**src/rtl/sync_lock_ctrl_if.sv**
```systemverilog
// Signal bundle between the genlock controller and its environment:
// the raw CPS2 sync inputs plus the resync strobes, lock status and measurements.
interface sync_lock_ctrl_if;
   logic        HSYNC_in;
   logic        VSYNC_in;
   logic        resync_h;
   logic        resync_v;
   logic        locked;
   logic        pattern_sel;
   logic [1:0]  state;
   logic [11:0] hs_period;
   logic [10:0] lines_per_frame;

   modport master (
      output HSYNC_in, VSYNC_in,
      input  resync_h, resync_v, locked, pattern_sel, state, hs_period, lines_per_frame
   );

   modport slave (
      input  HSYNC_in, VSYNC_in,
      output resync_h, resync_v, locked, pattern_sel, state, hs_period, lines_per_frame
   );
endinterface

```
**src/rtl/sync_lock_ctrl.sv**
```systemverilog
// Genlock controller: measures incoming HSYNC/VSYNC timing, qualifies each frame,
// runs the lock FSM and issues resync strobes to the 640x480 timing generator.
module sync_lock_ctrl #(
   parameter int unsigned H_TOTAL       = 800,
   parameter int unsigned V_TOTAL       = 524,
   parameter int unsigned H_TOL         = 4,
   parameter int unsigned V_TOL         = 2,
   parameter int unsigned LOCK_FRAMES   = 3,
   parameter int unsigned UNLOCK_FRAMES = 4,
   parameter int unsigned TIMEOUT_CYC   = 838400
) (
   input  logic            clk25,
   input  logic            reset_n,
   sync_lock_ctrl_if.slave bus
);

   typedef enum logic [1:0] {
      FREERUN = 2'd0,
      ACQUIRE = 2'd1,
      LOCKED  = 2'd2,
      HOLD    = 2'd3
   } state_t;

   localparam logic [11:0] HCYC_MAX = 12'hFFF;
   localparam logic [10:0] LCNT_MAX = 11'h7FF;
   localparam logic [19:0] TMO_LAST = 20'(TIMEOUT_CYC - 1);
   localparam logic [3:0]  LOCK_N   = 4'(LOCK_FRAMES);
   localparam logic [3:0]  UNLOCK_N = 4'(UNLOCK_FRAMES);
   localparam logic [12:0] H_REF    = 13'(H_TOTAL);
   localparam logic [12:0] V_REF    = 13'(V_TOTAL);
   localparam logic [12:0] H_LIM    = 13'(H_TOL);
   localparam logic [12:0] V_LIM    = 13'(V_TOL);

   logic        hs_s1_q, hs_s2_q, hs_prev_q;
   logic        vs_s1_q, vs_s2_q, vs_prev_q;
   logic [11:0] hcyc_q, hcyc_d;
   logic [11:0] hs_period_q, hs_period_d;
   logic [10:0] lcnt_q, lcnt_d;
   logic [10:0] lpf_q, lpf_d;
   logic [19:0] vage_q, vage_d;
   state_t      state_q, state_d;
   logic [3:0]  gcnt_q, gcnt_d;
   logic [3:0]  bcnt_q, bcnt_d;
   logic        hpend_q, hpend_d;
   logic        resync_h_q, resync_h_d;
   logic        resync_v_q, resync_v_d;

   logic               hs_fall_s, vs_fall_s, tmo_s;
   logic               good_s, good_ev_s, bad_ev_s;
   logic signed [12:0] h_err_s, l_err_s;
   logic        [12:0] h_abs_s, l_abs_s;

   assign hs_fall_s = hs_prev_q & ~hs_s2_q;
   assign vs_fall_s = vs_prev_q & ~vs_s2_q;

   // Measurement counters, frame qualification and timeout detection.
   always_comb begin
      hcyc_d      = (hcyc_q == HCYC_MAX) ? HCYC_MAX : hcyc_q + 12'd1;
      hs_period_d = hs_period_q;
      lcnt_d      = lcnt_q;
      lpf_d       = lpf_q;
      if (hs_fall_s) begin
         hcyc_d      = 12'd1;
         hs_period_d = hcyc_q;
      end else begin
         hs_period_d = hs_period_q;
      end
      // A coincident hs_fall is deliberately dropped from the line count.
      if (vs_fall_s) begin
         lpf_d  = lcnt_q;
         lcnt_d = 11'd0;
      end else if (hs_fall_s) begin
         lcnt_d = (lcnt_q == LCNT_MAX) ? LCNT_MAX : lcnt_q + 11'd1;
      end else begin
         lcnt_d = lcnt_q;
      end

      h_err_s = $signed({1'b0, hs_period_q}) - $signed(H_REF);
      l_err_s = $signed({2'b00, lcnt_q}) - $signed(V_REF);
      h_abs_s = h_err_s[12] ? 13'(-h_err_s) : 13'(h_err_s);
      l_abs_s = l_err_s[12] ? 13'(-l_err_s) : 13'(l_err_s);
      good_s  = (h_abs_s <= H_LIM) && (l_abs_s <= V_LIM);

      tmo_s  = ~vs_fall_s & (vage_q == TMO_LAST);
      vage_d = (vs_fall_s | tmo_s) ? 20'd0 : vage_q + 20'd1;

      good_ev_s = vs_fall_s & good_s;
      bad_ev_s  = (vs_fall_s & ~good_s) | tmo_s;
   end

   // Lock FSM next-state and resync strobe generation.
   always_comb begin
      state_d = state_q;
      gcnt_d  = gcnt_q;
      bcnt_d  = bcnt_q;
      case (state_q)
         FREERUN: begin
            if (good_ev_s) begin
               state_d = (LOCK_N == 4'd1) ? LOCKED : ACQUIRE;
               gcnt_d  = (LOCK_N == 4'd1) ? 4'd0 : 4'd1;
            end else begin
               gcnt_d = 4'd0;
            end
         end
         ACQUIRE: begin
            if (good_ev_s) begin
               state_d = (gcnt_q + 4'd1 == LOCK_N) ? LOCKED : ACQUIRE;
               gcnt_d  = (gcnt_q + 4'd1 == LOCK_N) ? 4'd0 : gcnt_q + 4'd1;
            end else if (bad_ev_s) begin
               state_d = FREERUN;
               gcnt_d  = 4'd0;
            end else begin
               gcnt_d = gcnt_q;
            end
         end
         LOCKED: begin
            if (bad_ev_s) begin
               state_d = (UNLOCK_N == 4'd1) ? FREERUN : HOLD;
               bcnt_d  = (UNLOCK_N == 4'd1) ? 4'd0 : 4'd1;
            end else begin
               bcnt_d = 4'd0;
            end
         end
         HOLD: begin
            if (good_ev_s) begin
               state_d = LOCKED;
               bcnt_d  = 4'd0;
            end else if (bad_ev_s) begin
               state_d = (bcnt_q + 4'd1 == UNLOCK_N) ? FREERUN : HOLD;
               bcnt_d  = (bcnt_q + 4'd1 == UNLOCK_N) ? 4'd0 : bcnt_q + 4'd1;
            end else begin
               bcnt_d = bcnt_q;
            end
         end
         default: begin
            state_d = FREERUN;
            gcnt_d  = 4'd0;
            bcnt_d  = 4'd0;
         end
      endcase

      resync_v_d = good_ev_s & ((state_q == LOCKED) | (state_q == HOLD));
      resync_h_d = hpend_q & hs_fall_s & ~resync_v_d;
      if ((state_d == FREERUN) || (state_d == ACQUIRE)) begin
         hpend_d = 1'b0;
      end else if (resync_v_d) begin
         hpend_d = 1'b1;
      end else if (resync_h_d) begin
         hpend_d = 1'b0;
      end else begin
         hpend_d = hpend_q;
      end
   end

   // All state: synchronizers, counters, FSM and registered strobes.
   always_ff @(posedge clk25 or negedge reset_n) begin
      if (!reset_n) begin
         hs_s1_q     <= 1'b1;
         hs_s2_q     <= 1'b1;
         hs_prev_q   <= 1'b1;
         vs_s1_q     <= 1'b1;
         vs_s2_q     <= 1'b1;
         vs_prev_q   <= 1'b1;
         hcyc_q      <= 12'd0;
         hs_period_q <= 12'd0;
         lcnt_q      <= 11'd0;
         lpf_q       <= 11'd0;
         vage_q      <= 20'd0;
         state_q     <= FREERUN;
         gcnt_q      <= 4'd0;
         bcnt_q      <= 4'd0;
         hpend_q     <= 1'b0;
         resync_h_q  <= 1'b0;
         resync_v_q  <= 1'b0;
      end else begin
         hs_s1_q     <= bus.HSYNC_in;
         hs_s2_q     <= hs_s1_q;
         hs_prev_q   <= hs_s2_q;
         vs_s1_q     <= bus.VSYNC_in;
         vs_s2_q     <= vs_s1_q;
         vs_prev_q   <= vs_s2_q;
         hcyc_q      <= hcyc_d;
         hs_period_q <= hs_period_d;
         lcnt_q      <= lcnt_d;
         lpf_q       <= lpf_d;
         vage_q      <= vage_d;
         state_q     <= state_d;
         gcnt_q      <= gcnt_d;
         bcnt_q      <= bcnt_d;
         hpend_q     <= hpend_d;
         resync_h_q  <= resync_h_d;
         resync_v_q  <= resync_v_d;
      end
   end

   assign bus.resync_h        = resync_h_q;
   assign bus.resync_v        = resync_v_q;
   assign bus.state           = state_q;
   assign bus.locked          = state_q[1];
   assign bus.pattern_sel     = ~state_q[1];
   assign bus.hs_period       = hs_period_q;
   assign bus.lines_per_frame = lpf_q;

endmodule
```
**src/flat_wrapper.sv**
```systemverilog
// flat-port wrapper written by rule: the top's interface ports become plain ports
module sync_lock_ctrl_flat 
#(
   parameter int unsigned H_TOTAL       = 800,
   parameter int unsigned V_TOTAL       = 524,
   parameter int unsigned H_TOL         = 4,
   parameter int unsigned V_TOL         = 2,
   parameter int unsigned LOCK_FRAMES   = 3,
   parameter int unsigned UNLOCK_FRAMES = 4,
   parameter int unsigned TIMEOUT_CYC   = 838400
)
  (clk25, reset_n, bus_HSYNC_in, bus_VSYNC_in, bus_resync_h, bus_resync_v, bus_locked, bus_pattern_sel, bus_state, bus_hs_period, bus_lines_per_frame);
  sync_lock_ctrl_if bus_i ();
  input  logic clk25;
  input  logic reset_n;
  input wire logic [$bits(bus_i.HSYNC_in)-1:0] bus_HSYNC_in;
  input wire logic [$bits(bus_i.VSYNC_in)-1:0] bus_VSYNC_in;
  output wire logic [$bits(bus_i.resync_h)-1:0] bus_resync_h;
  output wire logic [$bits(bus_i.resync_v)-1:0] bus_resync_v;
  output wire logic [$bits(bus_i.locked)-1:0] bus_locked;
  output wire logic [$bits(bus_i.pattern_sel)-1:0] bus_pattern_sel;
  output wire logic [$bits(bus_i.state)-1:0] bus_state;
  output wire logic [$bits(bus_i.hs_period)-1:0] bus_hs_period;
  output wire logic [$bits(bus_i.lines_per_frame)-1:0] bus_lines_per_frame;
  assign bus_i.HSYNC_in = bus_HSYNC_in;
  assign bus_i.VSYNC_in = bus_VSYNC_in;
  assign bus_resync_h = bus_i.resync_h;
  assign bus_resync_v = bus_i.resync_v;
  assign bus_locked = bus_i.locked;
  assign bus_pattern_sel = bus_i.pattern_sel;
  assign bus_state = bus_i.state;
  assign bus_hs_period = bus_i.hs_period;
  assign bus_lines_per_frame = bus_i.lines_per_frame;
  sync_lock_ctrl #(.H_TOTAL(H_TOTAL), .V_TOTAL(V_TOTAL), .H_TOL(H_TOL), .V_TOL(V_TOL), .LOCK_FRAMES(LOCK_FRAMES), .UNLOCK_FRAMES(UNLOCK_FRAMES), .TIMEOUT_CYC(TIMEOUT_CYC)) u_core (.clk25(clk25), .reset_n(reset_n), .bus(bus_i));
endmodule
```
**config.mk**
```make
export PLATFORM = sky130hd
export DESIGN_NAME = sync_lock_ctrl_flat
export DESIGN_NICKNAME = d
export VERILOG_FILES = /design/src/rtl/sync_lock_ctrl_if.sv /design/src/rtl/sync_lock_ctrl.sv /design/src/flat_wrapper.sv
export SDC_FILE = /design/constraint.sdc
export NUM_CORES = 1
export LEC_CHECK = 0
export ABC_CLOCK_PERIOD_IN_PS = 4650
export CAP_MARGIN = 10
export CORE_MARGIN = 3
export CORE_UTILIZATION = 45
export DETAILED_ROUTE_END_ITERATION = 7
export PLACE_DENSITY = 0.64
export RECOVER_POWER = 50
export SLEW_MARGIN = 20
export SYNTH_ARGS = -nofsm -noshare
export SYNTH_HDL_FRONTEND = slang
export SYNTH_SLANG_ARGS = --single-unit
```
**constraint.sdc**
```tcl
create_clock -name clk25 -period 4.65 [get_ports clk25]
set_input_delay 0.465 -clock clk25 [delete_from_list [all_inputs] [get_ports clk25]]
set_output_delay 0.465 -clock clk25 [all_outputs]
set_load 0.005 [all_outputs]
```
After elaboration in Yosys (flattened, before gate mapping)
Index checks and enable logic that the tools add are counted.
{"block": "totals", "elab_cells": 96, "regBits": 85, "out_inout_bits": 29}
{"block": "op_classes", "reduce_logical": 10, "bitwise": 17, "order_cmp": 2, "addsub": 9, "n_eq_ne": 11, "n_mux": 30}
{"cell": "$mux 11", "n": 3}
{"cell": "$mux 13", "n": 2}
{"cell": "$neg 13->13", "n": 2}
{"cell": "$mux 12", "n": 2}
{"cell": "$mux 4", "n": 6}
{"cell": "$add 20x1->20 const B", "n": 1}
{"cell": "$eq 20x20->1 const B", "n": 1}
{"cell": "$mux 20", "n": 1}
{"cell": "$mux 2", "n": 8}
{"cell": "$pmux 4 s2", "n": 2}
{"cell": "$le 13x2->1 const B", "n": 1}
{"cell": "$le 13x3->1 const B", "n": 1}
{"cell": "$sub 12x10->13 const B", "n": 1}
{"cell": "$add 12x1->12 const B", "n": 1}
{"cell": "$eq 12x12->1 const B", "n": 1}
{"cell": "$sub 11x10->12 const B", "n": 1}
{"cell": "$add 11x1->11 const B", "n": 1}
{"cell": "$eq 11x11->1 const B", "n": 1}
{"cell": "$add 4x1->4 const B", "n": 2}
{"cell": "$and 1x1->1", "n": 8}
{"cell": "$pmux 2 s4", "n": 1}
{"cell": "$ne 3x1->1 const B", "n": 2}
{"cell": "$not 1->1", "n": 6}
{"cell": "$reduce_bool 2->1", "n": 3}
{"cell": "11 further kinds", "n": 21}

Depth between registers and ports, before layout
Gate-level depths: netlist of the first run.
{"block": "logic_depth", "ltp_word": 14, "mapped_depth": 11}

Worst setup path before layout of the first run
Ideal clock, no wire load.
{"block": "synth_path", "kind": "register to register", "from": "register u_core.hs_period_q[5], in the netlist u_core.bus.hs_period[5]", "to": "register u_core.bcnt_q[2]", "stages_incl_launch_ff": 10, "setup_ns": 0.122, "arrival_time_ns": 2.721, "required_time_ns": 4.528, "slack_ns": 1.807, "path_cell_list": "dfrtp_1 > clkbuf_1 > inv_1 > ha_1 > or2_2 > mux2_1 > or4b_4 > nor2_2 > nand4b_4 > a32o_1"}
{"block": "synth_between", "elab_chain_cells": 10, "elab_cells_between_ends": 13, "classes_between": "2 x add/sub; 1 x order compare; 1 x eq/ne; 3 x mux; 4 x bitwise; 2 x reduce/logical"}
{"item": "start, declared", "line": "sync_lock_ctrl.sv:37", "text": "logic [11:0] hs_period_q, hs_period_d;"}
{"item": "start signal, assigned", "line": "sync_lock_ctrl.sv:183", "text": "hs_period_q <= hs_period_d;"}
{"item": "$sub 12x10->13 *", "line": "sync_lock_ctrl.sv:78", "text": "h_err_s = $signed({1'b0, hs_period_q}) - $signed(H_REF);"}
{"item": "$neg 13->13", "line": "sync_lock_ctrl.sv:80", "text": "h_abs_s = h_err_s[12] ? 13'(-h_err_s) : 13'(h_err_s);"}
{"item": "$mux 13 *", "line": "sync_lock_ctrl.sv:80"}
{"item": "$le 13x3->1 *", "line": "sync_lock_ctrl.sv:82", "text": "good_s = (h_abs_s <= H_LIM) && (l_abs_s <= V_LIM);"}
{"item": "$logic_and 1x1->1 *", "line": "sync_lock_ctrl.sv:82"}
{"item": "$not 1->1", "line": "sync_lock_ctrl.sv:88", "text": "bad_ev_s = (vs_fall_s & ~good_s) | tmo_s;"}
{"item": "$and 1x1->1", "line": "sync_lock_ctrl.sv:88"}
{"item": "$or 1x1->1", "line": "sync_lock_ctrl.sv:88"}
{"item": "$ne 3x1->1 (no source line)"}
{"item": "$reduce_and 2->1 (no source line)"}
{"item": "end signal, assigned", "line": "sync_lock_ctrl.sv:189", "text": "bcnt_q <= bcnt_d;"}
{"item": "end, declared", "line": "sync_lock_ctrl.sv:43", "text": "logic [3:0] bcnt_q, bcnt_d;"}
Every way passes the cells marked *; elsewhere a longest branch is shown, timed or not.
A chain may end at the register's enable or synchronous reset.

Worst setup path in the final report of the first run
{"block": "layout_path", "from": "register u_core.lcnt_q[2]", "to": "register u_core.bcnt_q[2]"}
{"block": "layout_between", "elab_chain_cells": 10, "elab_cells_between_ends": 13, "classes_between": "2 x add/sub; 1 x order compare; 1 x eq/ne; 3 x mux; 4 x bitwise; 2 x reduce/logical"}
{"item": "start, declared", "line": "sync_lock_ctrl.sv:38", "text": "logic [10:0] lcnt_q, lcnt_d;"}
{"item": "start signal, assigned", "line": "sync_lock_ctrl.sv:184", "text": "lcnt_q <= lcnt_d;"}
{"item": "$sub 11x10->12 *", "line": "sync_lock_ctrl.sv:79", "text": "l_err_s = $signed({2'b00, lcnt_q}) - $signed(V_REF);"}
{"item": "$neg 13->13", "line": "sync_lock_ctrl.sv:81", "text": "l_abs_s = l_err_s[12] ? 13'(-l_err_s) : 13'(l_err_s);"}
{"item": "$mux 13 *", "line": "sync_lock_ctrl.sv:81"}
{"item": "$le 13x2->1 *", "line": "sync_lock_ctrl.sv:82"}
{"item": "$logic_and 1x1->1 *", "line": "sync_lock_ctrl.sv:82"}
{"item": "$not 1->1", "line": "sync_lock_ctrl.sv:88"}
{"item": "$and 1x1->1", "line": "sync_lock_ctrl.sv:88"}
{"item": "$or 1x1->1", "line": "sync_lock_ctrl.sv:88"}
{"item": "$ne 3x1->1 (no source line)"}
{"item": "$reduce_and 2->1 (no source line)"}
Marks and branches as above.

==> results.toml, run 1 <==
[die]
initial_core_util_pct = 46.89
die_w_um = 110.6
die_area_sq_mm = 0.01224
rows = 37
ios = 33
die_h_um = 110.6
core_area_sq_mm = 0.01051

[sta]
tightest_slew_ns = 1.487
setup_violations = 0
period_minus_slack_ns = 3.185
tns_ns = 0
fin_crit_sh_pct = 68.48
hold_viol_final = 0
slew_headroom_pct = 0.8905
skew_ns = 0.008365
max_freq_ghz = 0.3140
drv_slew = 0
rsz0062_at_grt = "no"
fin_hold_ws_ns = 0.1434

[drt]
drt_iter0_markers = 232
drc = 0
first_pass_iters = 4
via_count = 4076
routedWlPerCell_um = 15.58
ant_nets = 0
vias_per_cell = 5.757
drt_wl_total_um = 11030

[synth]
synth-async-reset-ratio_pct = 100.0
syn_nets = 569
synth_edf_count = 0
syn_inst = 552
ys_types = 72
synth_area_sq_mm = 0.004927
synth_warnings = 0
ys_seq_area_share_pct = 43.32
ys.flop_type = "dfrtp_1"
synth-seq-cells = 85
syn_avg_cell_area_sq_um = 8.926

[power]
seq_power_share_pct = 55.1
internal_power_mw = 1.106
p_sw_share_pct = 28.41
p_leak_nw = 2.418
p_clk_share_pct = 30.0
comb_power_share_pct = 14.8
finalPower_mw = 1.544
powerDensity_mw_per_mm2 = 281.7
vdd_drop_max_mv = 0.3274
power_switching_uw = 438.7

[critical_path]
crit_fanout = 17
critPathArrivalTime_ns = 3.43
slowest_stage = "dfrtp_1"
worst_path_dominant_cell_family = "compound AO/OA/AOI/OAI gates"
cp_slowest_stage_delay_ns = 0.63
timing.rr.start = "u_core.lcnt_q[2]"
regToRegSetupSlack_ns = 1.47
path_buf_inv = 0
criticalPathCategory = "register to register"
start_kind = "register"
cp.required_ns = 4.90
path_cells = "ha_1 -> xor2_1 -> nand2_1 -> a32oi_1 -> o211ai_1 -> o21bai_1 -> o21a_1 -> nand4b_4 -> a32o_1"
cp-end-kind = "register"
rr_worst_depth = 9
timing.rr.end = "u_core.bcnt_q[2]"

[outcome]
outcome = "complete, no violations"

[finish]
fin_nets = 584
synthToLayoutAreaGrowth_pct = 11.25
n_fill_cell = 986
stdcell_count = 708
diodes = 0
drive_above_1_share_pct = 6.818

[cts]
post-cts-setup-buffers = 0
post_cts_resized = 0
clkTransAtPathRegs_ns = 0.08
h-tree-depth = 3
clk-insertion-delay-late_ns = 0.36
holdBufCountCts = 0
cts_tree = "built"
clockBufferDepth = 2
cts.sinks = 85
numCtsBuffers = 9
root_buffer = "clkbuf_8"

[global_route]
grt_pass1_vias = 4047
grt_max_degree = 86
antenna_found_initial = 0
grt_use_total_pct = 18.76
grt.overflow.total = 0
grt_first_pass_wirelength_um = 19040

[placement]
io_buffer_count = 32
place.gp.congestion = 0.8781
dp.cells = 692
place_hpwl_um = 7660

[flow_run]
drv_cap = 0

[min_path]
hp-class = "input port to asynchronous set/reset pin"
-- routing by layer --
metal / wire length, um / share of wire, % / GRT usage (%)
met4: 162 / 1.5 / 6.568
met3: 438 / 4.0 / 4.877
met2: 5309 / 48 / 30.26
met1: 5122 / 46 / 24.44
met5: 0 / 0 / 0
-- worst register-to-register path: stages (launching register included) --
cell and delay [ns]:
dfrtp_1 0.63, ha_1 0.58, xor2_1 0.47, nand2_1 0.16
a32oi_1 0.21, o211ai_1 0.12, o21bai_1 0.17, o21a_1 0.17
nand4b_4 0.25, a32o_1 0.30
-- sequential cells by signal (all words and copies together) (netlist names), 2 cells and up --
name / cells
u_core.bcnt_q: 4
u_core.lcnt_q: 11
u_core.bus.lines_per_frame: 11
u_core.hcyc_q: 12
u_core.gcnt_q: 4
u_core.bus.hs_period: 12
u_core.vage_q: 20
u_core.bus.state: 2
-- power groups by stage --
stage	clock (mW)	sequential [mW]	combinational, mW
5_1_grt	0.517	0.862	0.260
6_report	0.464	0.852	0.229
2_1_floorplan	0	0.849	0.150
3_3_place_gp	0	0.863	0.226
3_5_place_dp	0	0.866	0.229
4_1_cts	0.486	0.851	0.231
-- worst max-delay path by stage --
stage / startpoint / end / slack, ns / depth (start not counted)
4_1_cts: u_core.lcnt_q[2] / u_core.bcnt_q[2] / 1.49 / 9
3_3_place_gp: u_core.lcnt_q[2] / u_core.bcnt_q[2] / 1.58 / 9
2_1_floorplan: u_core.bus.hs_period[5] / u_core.bcnt_q[2] / 1.81 / 9
3_5_place_dp: u_core.lcnt_q[2] / u_core.bcnt_q[2] / 1.50 / 9
5_1_grt: u_core.lcnt_q[2] / u_core.bus.state[0] / 1.10 / 9
6_report: u_core.lcnt_q[2] / u_core.bcnt_q[2] / 1.47 / 9
-- kinds of logic (layout without fill, tap and decap cells) --
family / Yosys count / count (layout) / synth area share [%]
adders and majority gates: 13 / 13 / 3.301
muxes: 4 / 4 / 0.8380
and+or+nand+nor: 241 / 241 / 25.11
xor gates and xnor gates: 33 / 33 / 5.866
DFF: 85 / 85 / 43.32
buffers and inverters: 47 / 67 / 3.657
AOI/OAI and AO/OA: 129 / 129 / 17.90
-- synth_stat cells (3+ instances only) --
library cell  count  area, sq um
or3_1             6        37.54
nand2b_1          7        43.79
nor3_1           11        55.05
nand4b_1          3        26.28
o211a_1           3        30.03
dfstp_2           6        157.7
and3_1           13        81.33
mux2i_1           3        30.03
or2_2             5        31.28
xnor2_1          14        122.6
o31ai_2           3        37.54
nor2_1           40        150.1
a31oi_1           6        37.54
nor2b_1           5        31.28
nand4_1           9        56.30
dfrtp_1          79         1977
nand3_1          22        110.1
inv_1            17        63.81
a211oi_1          6        45.04
o2111ai_1         3        26.28
and2_1            8        50.05
o21ai_0          37        185.2
o211ai_1          3        22.52
or4_1             4        30.03
clkbuf_1         27        101.4
xor2_1           19        166.4
ha_1             13        162.7
nand2_1          87        326.6
nor4_1            4        25.02
o2bb2ai_1         4        35.03
a21oi_1          29        145.1
-- layout by cell type (no fill, tap or decap), drive strengths merged, types with 5 or more instances in the layout --
cell type / n
ha: 13
a21oi: 29
clkinv: 5
and3: 13
clkdlybuf4s50: 29
o31ai: 5
nor2: 41
dfrtp: 79
xnor2: 14
nand2b: 7
clkbuf: 13
nand3: 22
dfstp: 6
xor2: 19
nand4: 9
or2: 5
nand2: 87
and2: 8
nor3: 11
nor2b: 5
or3: 6
a31oi: 6
a211oi: 6
nor4: 6
o21ai: 40
inv: 17
or4: 5
-- area by class of cell --
cell class | instances | area (sq um) | share of cell area [%]
multi-input combinational | 420 | 2615 | 47.71
sequential | 85 | 2135 | 38.94
timing repair buffer | 33 | 325.3 | 5.935
tap | 136 | 170.2 | 3.104
clock buffer | 12 | 145.1 | 2.648
inverter | 18 | 67.56 | 1.233
clock inverter | 4 | 23.77 | 0.4337
-- metrics by stage --
step	cell area, sq um	setup slack [ns]	util (%)
5_1_grt	5482	1.100	52.16
4_1_cts	5482	1.489	52.16
3_3_place_gp	5313	1.583	50.55
2_1_floorplan	4927	1.807	-
3_5_place_dp	5313	1.500	50.55
6_report	5482	1.465	52.16
Note: power is estimated with default switching activity, not from simulation.
==> inputs of run 2 (changes only) <==
Settings changed: ABC_CLOCK_PERIOD_IN_PS 4650 to 2800, PLACE_DENSITY 0.64 to 0.66.
Clock period 4.65 ns to 2.8 ns, I/O delays scaled along.
==> results.toml, run 2 (synthesis results as in run 1) <==
[die]
initial_core_util_pct = 46.89
core_area_sq_mm = 0.01051
die_w_um = 110.6
rows = 37
ios = 33
die_area_sq_mm = 0.01224
die_h_um = 110.6

[drt]
routedWlPerCell_um = 14.94
drc = 0
first_pass_iters = 5
via_count = 4203
ant_nets = 0
drt_wl_total_um = 11240
drt_iter0_markers = 245
vias_per_cell = 5.589

[finish]
top_register = "u_core.vage_q"
diodes = 0
n_fill_cell = 947
layout_common_cells = "87 x nand2_1, 79 x dfrtp_1, 41 x buf_4, 40 x nor2_1, 37 x o21ai_0"
largest_reg_flops = 20
design_area_sq_mm = 0.005889
drive_above_1_share_pct = 14.45
stdcell_count = 752
fin_nets = 628
synthToLayoutAreaGrowth_pct = 19.53
layout_commonest_cell = "nand2_1"

[sta]
final.setup.worst_slack_ns = -0.01863
drv_slew = 86
period_minus_slack_ns = 2.819
skew_ns = 0.008761
rsz0062_at_grt = "yes"
fin_crit_sh_pct = 100.7
setup_violations = 2
max_freq_ghz = 0.3548
tightest_slew_ns = 2.039
slew_headroom_pct = -35.96
hold_viol_final = 0

[placement]
placed_cell_area_sq_mm = 0.005660
dp.cells = 735
place_hpwl_um = 8185
io_buffer_count = 32
place.gp.congestion = 0.8060

[global_route]
grt_pass1_vias = 4129
grt_busiest_layer = "met2"
grt_first_pass_wirelength_um = 19490
use_met2_pct = 31.67
grt.overflow.total = 0
grt_max_degree = 86
antenna_found_initial = 0
use_met3_pct = 3.890
met1_usage_pct = 24.66
grt_use_total_pct = 19.01

[cts]
numCtsBuffers = 9
clkTransAtPathRegs_ns = 0.08
root_buffer = "clkbuf_8"
cts_tree = "built"
clk-insertion-delay-late_ns = 0.36
cts.sinks = 85
post-cts-setup-buffers = 0
clockBufferDepth = 2
h-tree-depth = 3

[power]
p_leak_nw = 2.666
finalPower_mw = 2.778
powerDensity_mw_per_mm2 = 471.8
vdd_drop_max_mv = 0.3166

[flow_run]
drv_cap = 1

[critical_path]
critPathArrivalTime_ns = 3.08
crit_fanout = 5
cp.required_ns = 3.06
cp-end-kind = "register"
criticalPathCategory = "register to register"
start_kind = "register"

[outcome]
violations = "max-capacitance violations, max-slew violations, negative setup slack"
outcome = "finished with violations"

[min_path]
hp-class = "register to register"
==> run 2: what timing repair did <==
item | CTS | global route
pin swaps | 1 | 5
gates resized for setup | 1 | 5
endpoints found under the setup margin | 4 | 13
hold buffers | 1 | 0
endpoints found under the hold margin | 79 | 0
gates cloned | 0 | 0
==> run 2: final cells by class <==
cell class / instances / area, sq um / area share [%]
tap: 136 / 170.2 / 2.889
sequential: 85 / 2135 / 36.24
timing repair buffer: 77 / 664.4 / 11.28
clock inverter: 3 / 43.79 / 0.7436
clock buffer: 13 / 168.9 / 2.868
multi-input combinational: 420 / 2640 / 44.83
inverter: 18 / 67.56 / 1.147
==> run 2: path summary, 6_finish.rpt <==
path                                         start                      end  slack (ns)  cells after the start
max in group asynchronous                  reset_n  u_core.bus.hs_period[4]        0.45                      3
min                                 u_core.hs_s1_q           u_core.hs_s2_q        0.36                      0
max                        u_core.bus.hs_period[0]         u_core.bcnt_q[2]       -0.02                      8
min reg2reg                         u_core.hs_s1_q           u_core.hs_s2_q        0.36                      0
max reg2reg                u_core.bus.hs_period[0]         u_core.bcnt_q[2]       -0.02                      8
min in group asynchronous                  reset_n         u_core.lcnt_q[7]        1.12                      3
==> run 2: routing by layer <==
metal | wire length (um) | vias up
met5 | 0 | -
met4 | 222 | 0
met3 | 361 | 19
met2 | 5451 | 77
met1 | 5204 | 2023
li1 | - | 2084
==> run 2: power by group <==
group	internal (mW)	leakage, nW	switching [mW]
sequential	1.31	1.14	0.0758
combinational	0.236	1.41	0.243
clock	0.486	0.110	0.429
total	2.03	2.67	0.747
==> run 2: worst max-delay path: stages, from the launching register on <==
cell and delay (ns):
dfrtp_1 0.38, or4_4 0.54, o31a_1 0.27, o311ai_2 0.29, nand2_1 0.10, or4b_4 0.56
nor2_4 0.14, nand4b_4 0.15, a32o_1 0.28
==> run 2: stage by stage <==
| stage | utilization, % | setup TNS [ns] | setup slack [ns] | hold WS (ns) |
|---|---|---|---|---|
| 2_1_floorplan | - | 0 | 0.03547 | -0.01559 |
| 3_3_place_gp | 53.86 | 0 | 0.02346 | 0.3460 |
| 3_5_place_dp | 53.86 | -0.08233 | -0.04269 | 0.3473 |
| 4_1_cts | 56.03 | 0 | 0.006100 | 0.2963 |
| 5_1_grt | 56.04 | -1.277 | -0.1655 | 0.3746 |
| 6_report | 56.04 | -0.02413 | -0.01863 | 0.3637 |
